## src/rtl/instr_fetch.sv

```systemverilog
// Instruction fetch stage: owns the PC, issues one 16-byte bundle request at a
// time and hands each returned bundle to the core as a one-cycle write strobe.
// Optional build macro FETCH_PERF_EN adds bundle/squash performance counters.
module instr_fetch #(
  parameter logic [31:0] RESET_PC  = 32'h0000_0000,
  parameter logic [31:0] NOP_INSTR = 32'h0000_0013
) (
  input  logic          clk,
  input  logic          rst_n,
  input  logic          i_stop_fetch,
  input  logic          i_jump,
  input  logic          i_jump_accept,
  input  logic [31:0]   i_jump_addr,
  output logic          o_imem_req,
  output logic [31:0]   o_imem_addr,
  input  logic          i_imem_gnt,
  input  logic          i_imem_valid,
  input  logic [127:0]  i_imem_rdata,
  output logic [127:0]  o_fetch_data,
  output logic          o_fetch_write,
  output logic [31:0]   o_fetch_pc
`ifdef FETCH_PERF_EN
  ,
  output logic [31:0]   o_perf_bundles,
  output logic [15:0]   o_perf_squash
`endif
);

  localparam logic [2:0] ST_IDLE  = 3'd0;
  localparam logic [2:0] ST_REQ   = 3'd1;
  localparam logic [2:0] ST_WAIT  = 3'd2;
  localparam logic [2:0] ST_HOLD  = 3'd3;
  localparam logic [2:0] ST_DRAIN = 3'd4;

  logic [2:0]   r_state, w_state_d;
  logic [31:0]  r_pc, w_pc_d;
  logic [1:0]   r_skip, w_skip_d;
  logic [127:0] r_hold, w_hold_d;
  logic [31:0]  r_hold_pc, w_hold_pc_d;
  logic [127:0] r_fetch_data, w_fetch_data_d;
  logic         r_fetch_write, w_fetch_write_d;
  logic [31:0]  r_fetch_pc, w_fetch_pc_d;
  logic         w_redirect;
  logic [127:0] w_bundle;
  logic         w_unused;

  assign w_redirect = i_jump & i_jump_accept;
  // Byte offset within a word carries no meaning for 32-bit instructions.
  assign w_unused   = ^i_jump_addr[1:0];

  assign o_imem_req    = (r_state == ST_REQ);
  assign o_imem_addr   = (r_state == ST_REQ) ? {r_pc[31:4], 4'b0000} : 32'h0;
  assign o_fetch_data  = r_fetch_data;
  assign o_fetch_write = r_fetch_write;
  assign o_fetch_pc    = r_fetch_pc;

  // Replace slots before a misaligned jump target with NOPs.
  always_comb begin
    w_bundle = i_imem_rdata;
    for (int i = 0; i < 4; i++) begin
      if (2'(i) < r_skip) w_bundle[i*32 +: 32] = NOP_INSTR;
    end
  end

  // Next-state logic; a redirect overrides every other event.
  always_comb begin
    w_state_d       = r_state;
    w_pc_d          = r_pc;
    w_skip_d        = r_skip;
    w_hold_d        = r_hold;
    w_hold_pc_d     = r_hold_pc;
    w_fetch_write_d = 1'b0;
    w_fetch_data_d  = r_fetch_data;
    w_fetch_pc_d    = r_fetch_pc;
    if (w_redirect) begin
      w_pc_d      = {i_jump_addr[31:4], 4'b0000};
      w_skip_d    = i_jump_addr[3:2];
      w_hold_d    = '0;
      w_hold_pc_d = '0;
      case (r_state)
        ST_IDLE:  w_state_d = i_stop_fetch ? ST_IDLE : ST_REQ;
        // Ungranted request is simply re-presented with the new address.
        ST_REQ:   w_state_d = i_imem_gnt ? ST_DRAIN : ST_REQ;
        ST_WAIT: begin
          if (i_imem_valid) w_state_d = i_stop_fetch ? ST_IDLE : ST_REQ;
          else              w_state_d = ST_DRAIN;
        end
        ST_HOLD:  w_state_d = i_stop_fetch ? ST_IDLE : ST_REQ;
        // Response arriving with the redirect ends the drain; otherwise keep waiting.
        ST_DRAIN: begin
          if (i_imem_valid) w_state_d = i_stop_fetch ? ST_IDLE : ST_REQ;
        end
        default:  w_state_d = ST_IDLE;
      endcase
    end else begin
      case (r_state)
        ST_IDLE: begin
          if (!i_stop_fetch) w_state_d = ST_REQ;
        end
        ST_REQ: begin
          if (i_imem_gnt) w_state_d = ST_WAIT;
        end
        ST_WAIT: begin
          if (i_imem_valid) begin
            w_skip_d = 2'd0;
            w_pc_d   = r_pc + 32'd16;
            if (!i_stop_fetch) begin
              w_fetch_write_d = 1'b1;
              w_fetch_data_d  = w_bundle;
              w_fetch_pc_d    = r_pc;
              w_state_d       = ST_REQ;
            end else begin
              w_hold_d    = w_bundle;
              w_hold_pc_d = r_pc;
              w_state_d   = ST_HOLD;
            end
          end
        end
        ST_HOLD: begin
          if (!i_stop_fetch) begin
            w_fetch_write_d = 1'b1;
            w_fetch_data_d  = r_hold;
            w_fetch_pc_d    = r_hold_pc;
            w_state_d       = ST_REQ;
          end
        end
        ST_DRAIN: begin
          if (i_imem_valid) w_state_d = i_stop_fetch ? ST_IDLE : ST_REQ;
        end
        default: w_state_d = ST_IDLE;
      endcase
    end
  end

  // State and output registers.
  always_ff @(posedge clk or negedge rst_n) begin
    if (!rst_n) begin
      r_state       <= ST_IDLE;
      r_pc          <= RESET_PC;
      r_skip        <= 2'd0;
      r_hold        <= '0;
      r_hold_pc     <= '0;
      r_fetch_data  <= '0;
      r_fetch_write <= 1'b0;
      r_fetch_pc    <= '0;
    end else begin
      r_state       <= w_state_d;
      r_pc          <= w_pc_d;
      r_skip        <= w_skip_d;
      r_hold        <= w_hold_d;
      r_hold_pc     <= w_hold_pc_d;
      r_fetch_data  <= w_fetch_data_d;
      r_fetch_write <= w_fetch_write_d;
      r_fetch_pc    <= w_fetch_pc_d;
    end
  end

`ifdef FETCH_PERF_EN
  logic        w_squash;
  logic [31:0] r_perf_bundles;
  logic [15:0] r_perf_squash;

  // A response is thrown away when it lands in DRAIN, collides with a redirect
  // in WAIT, or is sitting in HOLD when a redirect arrives.
  always_comb begin
    w_squash = (i_imem_valid && ((r_state == ST_DRAIN) || (r_state == ST_WAIT && w_redirect)))
             || (r_state == ST_HOLD && w_redirect);
  end

  // Performance counters; the squash count saturates.
  always_ff @(posedge clk or negedge rst_n) begin
    if (!rst_n) begin
      r_perf_bundles <= '0;
      r_perf_squash  <= '0;
    end else begin
      if (w_fetch_write_d) r_perf_bundles <= r_perf_bundles + 32'd1;
      if (w_squash && (r_perf_squash != 16'hFFFF)) r_perf_squash <= r_perf_squash + 16'd1;
    end
  end

  assign o_perf_bundles = r_perf_bundles;
  assign o_perf_squash  = r_perf_squash;
`endif

endmodule

```

## config.mk

```make
export PLATFORM = sky130hd
export DESIGN_NAME = instr_fetch
export DESIGN_NICKNAME = d
export VERILOG_FILES = /design/src/rtl/instr_fetch.sv
export SDC_FILE = /design/constraint.sdc
export NUM_CORES = 1
export LEC_CHECK = 0
export ABC_AREA = 1
export CAP_MARGIN = 25
export CORE_UTILIZATION = 34
export DETAILED_ROUTE_END_ITERATION = 8
export MAX_ROUTING_LAYER = met4
export PLACE_DENSITY = 0.64
export SLEW_MARGIN = 20
export SYNTH_ARGS = -nofsm -noshare
export SYNTH_HDL_FRONTEND = slang
export SYNTH_SLANG_ARGS = --single-unit
```

## constraint.sdc

```tcl
create_clock -name clk -period 4.65 [get_ports clk]
set_clock_uncertainty 0.2 [all_clocks]
set_input_delay 0.6975 -clock clk [delete_from_list [all_inputs] [get_ports clk]]
set_output_delay 0.6975 -clock clk [all_outputs]
set_load 0.005 [all_outputs]
```

==> results.json <==
{
  "grt_start_max_net_pins": 145,
  "cell_internal_pwr_mw": 8.384,
  "layout.cells.non_filler": 2998,
  "arrival_ns": 2.68,
  "grt_setup_unrepaired": "no",
  "ys_seq_area_share_pct": 52.03,
  "cpMaxStageDelayCell": "sky130_fd_sc_hd__clkdlybuf4s50_1",
  "power.clock.fraction_pct": 23.6,
  "cts_buffer_depth": 3,
  "switching_share_of_power_pct": 36.41,
  "first_global_vias": 14660,
  "vdd_ir_drop_max_mv": 0.3311,
  "combPwrFrac_pct": 40.1,
  "cts_buffers": 41,
  "die-width_um": 223.9,
  "p_sw_mw": 4.800,
  "synthXorXnorAreaFrac_pct": 0,
  "outcome": "finished clean",
  "ios": 361,
  "post-cts-setup-buffer-count": 0,
  "overflow": 0,
  "timing.setup.tns_ns": 0,
  "grt_pass1_wl_um": 78720,
  "slew-limit-headroom_pct": 34.82,
  "final_layout_size_suffix_gt1_share_pct": 8.733,
  "cts_tree": "done",
  "initial_core_util_pct": 34.76,
  "dp.cells": 2917,
  "drc": 0,
  "synth_fa_ha_area_share_pct": 0.07476,
  "path_cells": "nor3_1 > inv_1 > buf_16 > nor2_1 > clkdlybuf4s50_1",
  "setup-violations-final": 0,
  "clk_pin_slew_ns": 0.06,
  "post_synth_and_or_nand_nor_area_fraction_pct": 20.84,
  "hold_viol": 0,
  "cts_resized": 0,
  "post_synth.cell_area_avg_um2": 8.225,
  "timing.setup.critical_path_class": "reg -> out",
  "antenna_found_initial": 6,
  "finalCriticalPeriod_ns": 3.573,
  "postCtsHoldBufs": 0,
  "critical_path_peak_fanout": 24,
  "weighted_congestion_at_the_end_of_routability_driven_global_placement": 0.8778,
  "compound_gate_portion_of_the_synthesized_area_pct": 17.91,
  "leakage_nw": 9.755,
  "dr_vias": 15150,
  "yosysWarningCount": 0,
  "worstPathRequired_ns": 3.75,
  "min_path_type": "in -> async",
  "final_min_period_over_clock_period_pct": 76.84,
  "ctsRootBufferMaster": "sky130_fd_sc_hd__clkbuf_16",
  "power_mw": 13.18,
  "number_of_buffer_cells_added_on_primary_ports": 354,
  "worst_setup_sp_type": "register",
  "maxSlewViolCount": 0,
  "htreeDepth": 2,
  "post-dp-hpwl_um": 32180,
  "detail_route.wl_per_cell_um": 16.40,
  "postSynthCellCount": 2035,
  "die_h_um": 223.9,
  "dominant_combinational_cell_family_by_area_after_synthesis": "simple AND/OR/NAND/NOR gates",
  "synth_seq_cells": 348,
  "floorplan.rows": 80,
  "detail_route.first_pass.iterations": 5,
  "cap_viol_max_count": 0,
  "clkLatencyLatePin_ns": 0.55,
  "numClockSinks": 348,
  "ant_nets_after_route": 0,
  "transition_at_the_pin_with_the_smallest_max_transition_slack_ns": 0.9778,
  "die-area_um2": 50120,
  "routed_wirelength_um": 49160,
  "track_usage_pct": 20.10,
  "power.density_cell_area_nw_per_um2": 597.4,
  "route.detailed.vias_per_inst": 5.053,
  "detail_route.iter0.violations": 1266,
  "syn_area_um2": 16740,
  "post_synth_mux_area_share_pct": 0,
  "max_freq_ghz": 0.2799,
  "final_net_count": 2475,
  "setup.worst_path.end_class": "primary output",
  "rr_worst_depth": 10,
  "core_area_um2": 48150,
  "worst_path_largest_cell_delay_ns": 0.53,
  "synthDistinctLibCells": 34,
  "p_seq_share_pct": 36.2,
  "syn_to_final_growth_pct": 31.85
}
layout by cell type (no fill, tap or decap), types with 2 or more instances in the layout:
master	n
sky130_fd_sc_hd__buf_12	10
sky130_fd_sc_hd__a21oi_1	15
sky130_fd_sc_hd__nand3_1	85
sky130_fd_sc_hd__nand2_1	437
sky130_fd_sc_hd__clkbuf_16	41
sky130_fd_sc_hd__or2_2	4
sky130_fd_sc_hd__clkbuf_1	7
sky130_fd_sc_hd__nor3_1	3
sky130_fd_sc_hd__a31oi_1	92
sky130_fd_sc_hd__nand2_2	2
sky130_fd_sc_hd__o21ai_0	225
sky130_fd_sc_hd__clkbuf_8	10
sky130_fd_sc_hd__dfrtp_1	348
sky130_fd_sc_hd__nor2_1	205
sky130_fd_sc_hd__a22oi_1	3
sky130_fd_sc_hd__clkinv_2	10
sky130_fd_sc_hd__inv_2	5
sky130_fd_sc_hd__conb_1	4
sky130_fd_sc_hd__a21boi_0	2
sky130_fd_sc_hd__buf_4	18
sky130_fd_sc_hd__o21ai_1	60
sky130_fd_sc_hd__inv_1	189
sky130_fd_sc_hd__diode_2	6
sky130_fd_sc_hd__buf_16	2
sky130_fd_sc_hd__inv_6	2
sky130_fd_sc_hd__clkdlybuf4s50_1	353
sky130_fd_sc_hd__o21ai_2	90
sky130_fd_sc_hd__nand4_1	91
sky130_fd_sc_hd__o31ai_1	5
final cells by class:
type,count,area (um^2)
Clock inverter,14,105.1
Tap cell,656,820.8
Multi-Input combinational cell,1336,6546
Timing Repair Buffer,384,3939
Clock buffer,58,1190
Sequential cell,348,8708
Fill cell,4616,26080
Antenna cell,6,15.01
Inverter,196,743.2
Yosys cell counts (all sizes together):
cell type / number / share of area, %
ha: 1 / 0.075
nand2: 440 / 9.9
a41oi: 1 / 0.052
and2: 1 / 0.037
a21boi: 2 / 0.090
o22ai: 1 / 0.037
inv: 195 / 4.4
a22oi: 3 / 0.13
nand4: 91 / 3.4
a21oi: 16 / 0.50
a22o: 1 / 0.052
dfrtp: 348 / 52
clkbuf: 81 / 1.8
o31ai: 5 / 0.22
a31oi: 92 / 3.4
nand3: 87 / 2.7
nor2: 206 / 4.6
buf: 77 / 2.9
a32oi: 1 / 0.052
o211ai: 1 / 0.045
o21ai: 376 / 13
conb: 1 / 0.022
clkinv: 1 / 0.022
nor3: 3 / 0.090
or2: 4 / 0.15
sequential cells by signal, indices dropped and copies added (netlist names):
signal / cells
r_state: 3
r_pc: 28
o_fetch_write: 1
r_skip: 2
r_hold: 128
o_fetch_data: 128
r_hold_pc: 29
o_fetch_pc: 29
critical path, delay by kind of cell (launching register included):
kind                   cells  cell delay, ns
buffers and inverters      3            1.10
AND/OR/NAND/NOR            2            0.59
flip-flops                 1            0.45
metrics by stage:
| step | setup slack (ns) | hold slack [ns] | utilization [%] | instance area (um^2) |
|---|---|---|---|---|
| finish | 1.077 | 0.07420 | 45.83 | 22070 |
| global placement | 1.431 | 0.2541 | 42.92 | 20660 |
| floorplan | 2.336 | 0.2019 | - | 16750 |
| CTS | 0.8138 | 0.08478 | 45.66 | 21980 |
| detailed placement | 1.344 | 0.2597 | 42.97 | 20690 |
| global route | 0.9139 | 0.1230 | 45.83 | 22070 |
layer usage:
layer,share of wire [%],up-vias,track usage (%)
met3,6.2,72,4.184
met5,0,-,-
met4,2.0,0,4.817
li1,-,7283,-
met2,46,485,30.80
met1,46,7310,27.19
power groups by stage:
stage	Sequential, mW	Combinational [mW]	Clock [mW]
after global routing	4.91	5.91	3.33
final	4.78	5.29	3.11
after global placement	4.78	5.15	0
after CTS	4.78	5.29	3.21
after floorplan	4.70	2.90	0
after detailed placement	4.81	5.25	0
cell families after synthesis:
logic type / count (synthesis)
simple gates: 832
compound gates: 499
buf+inv: 354
flops: 348
fa+ha+maj: 1
other cells: 1
path summary, 6_finish.rpt:
check	end	slack (ns)	from
max	o_imem_addr[20]	1.08	r_state[1]$_DFFE_PN0P_
max in group asynchronous	o_fetch_data[74]$_DFFE_PN0P_	3.12	rst_n
min	r_hold[0]$_DFFE_PN0P_	0.07	rst_n
min in group clk	r_hold_pc[3]$_DFFE_PN0P_	0.27	r_hold_pc[3]$_DFFE_PN0P_
min reg2reg	r_hold_pc[3]$_DFFE_PN0P_	0.27	r_hold_pc[3]$_DFFE_PN0P_
max reg2reg	o_fetch_pc[25]$_DFFE_PN0P_	1.91	r_state[0]$_DFFE_PN0P_
Note: power is estimated with default switching activity, not from simulation.
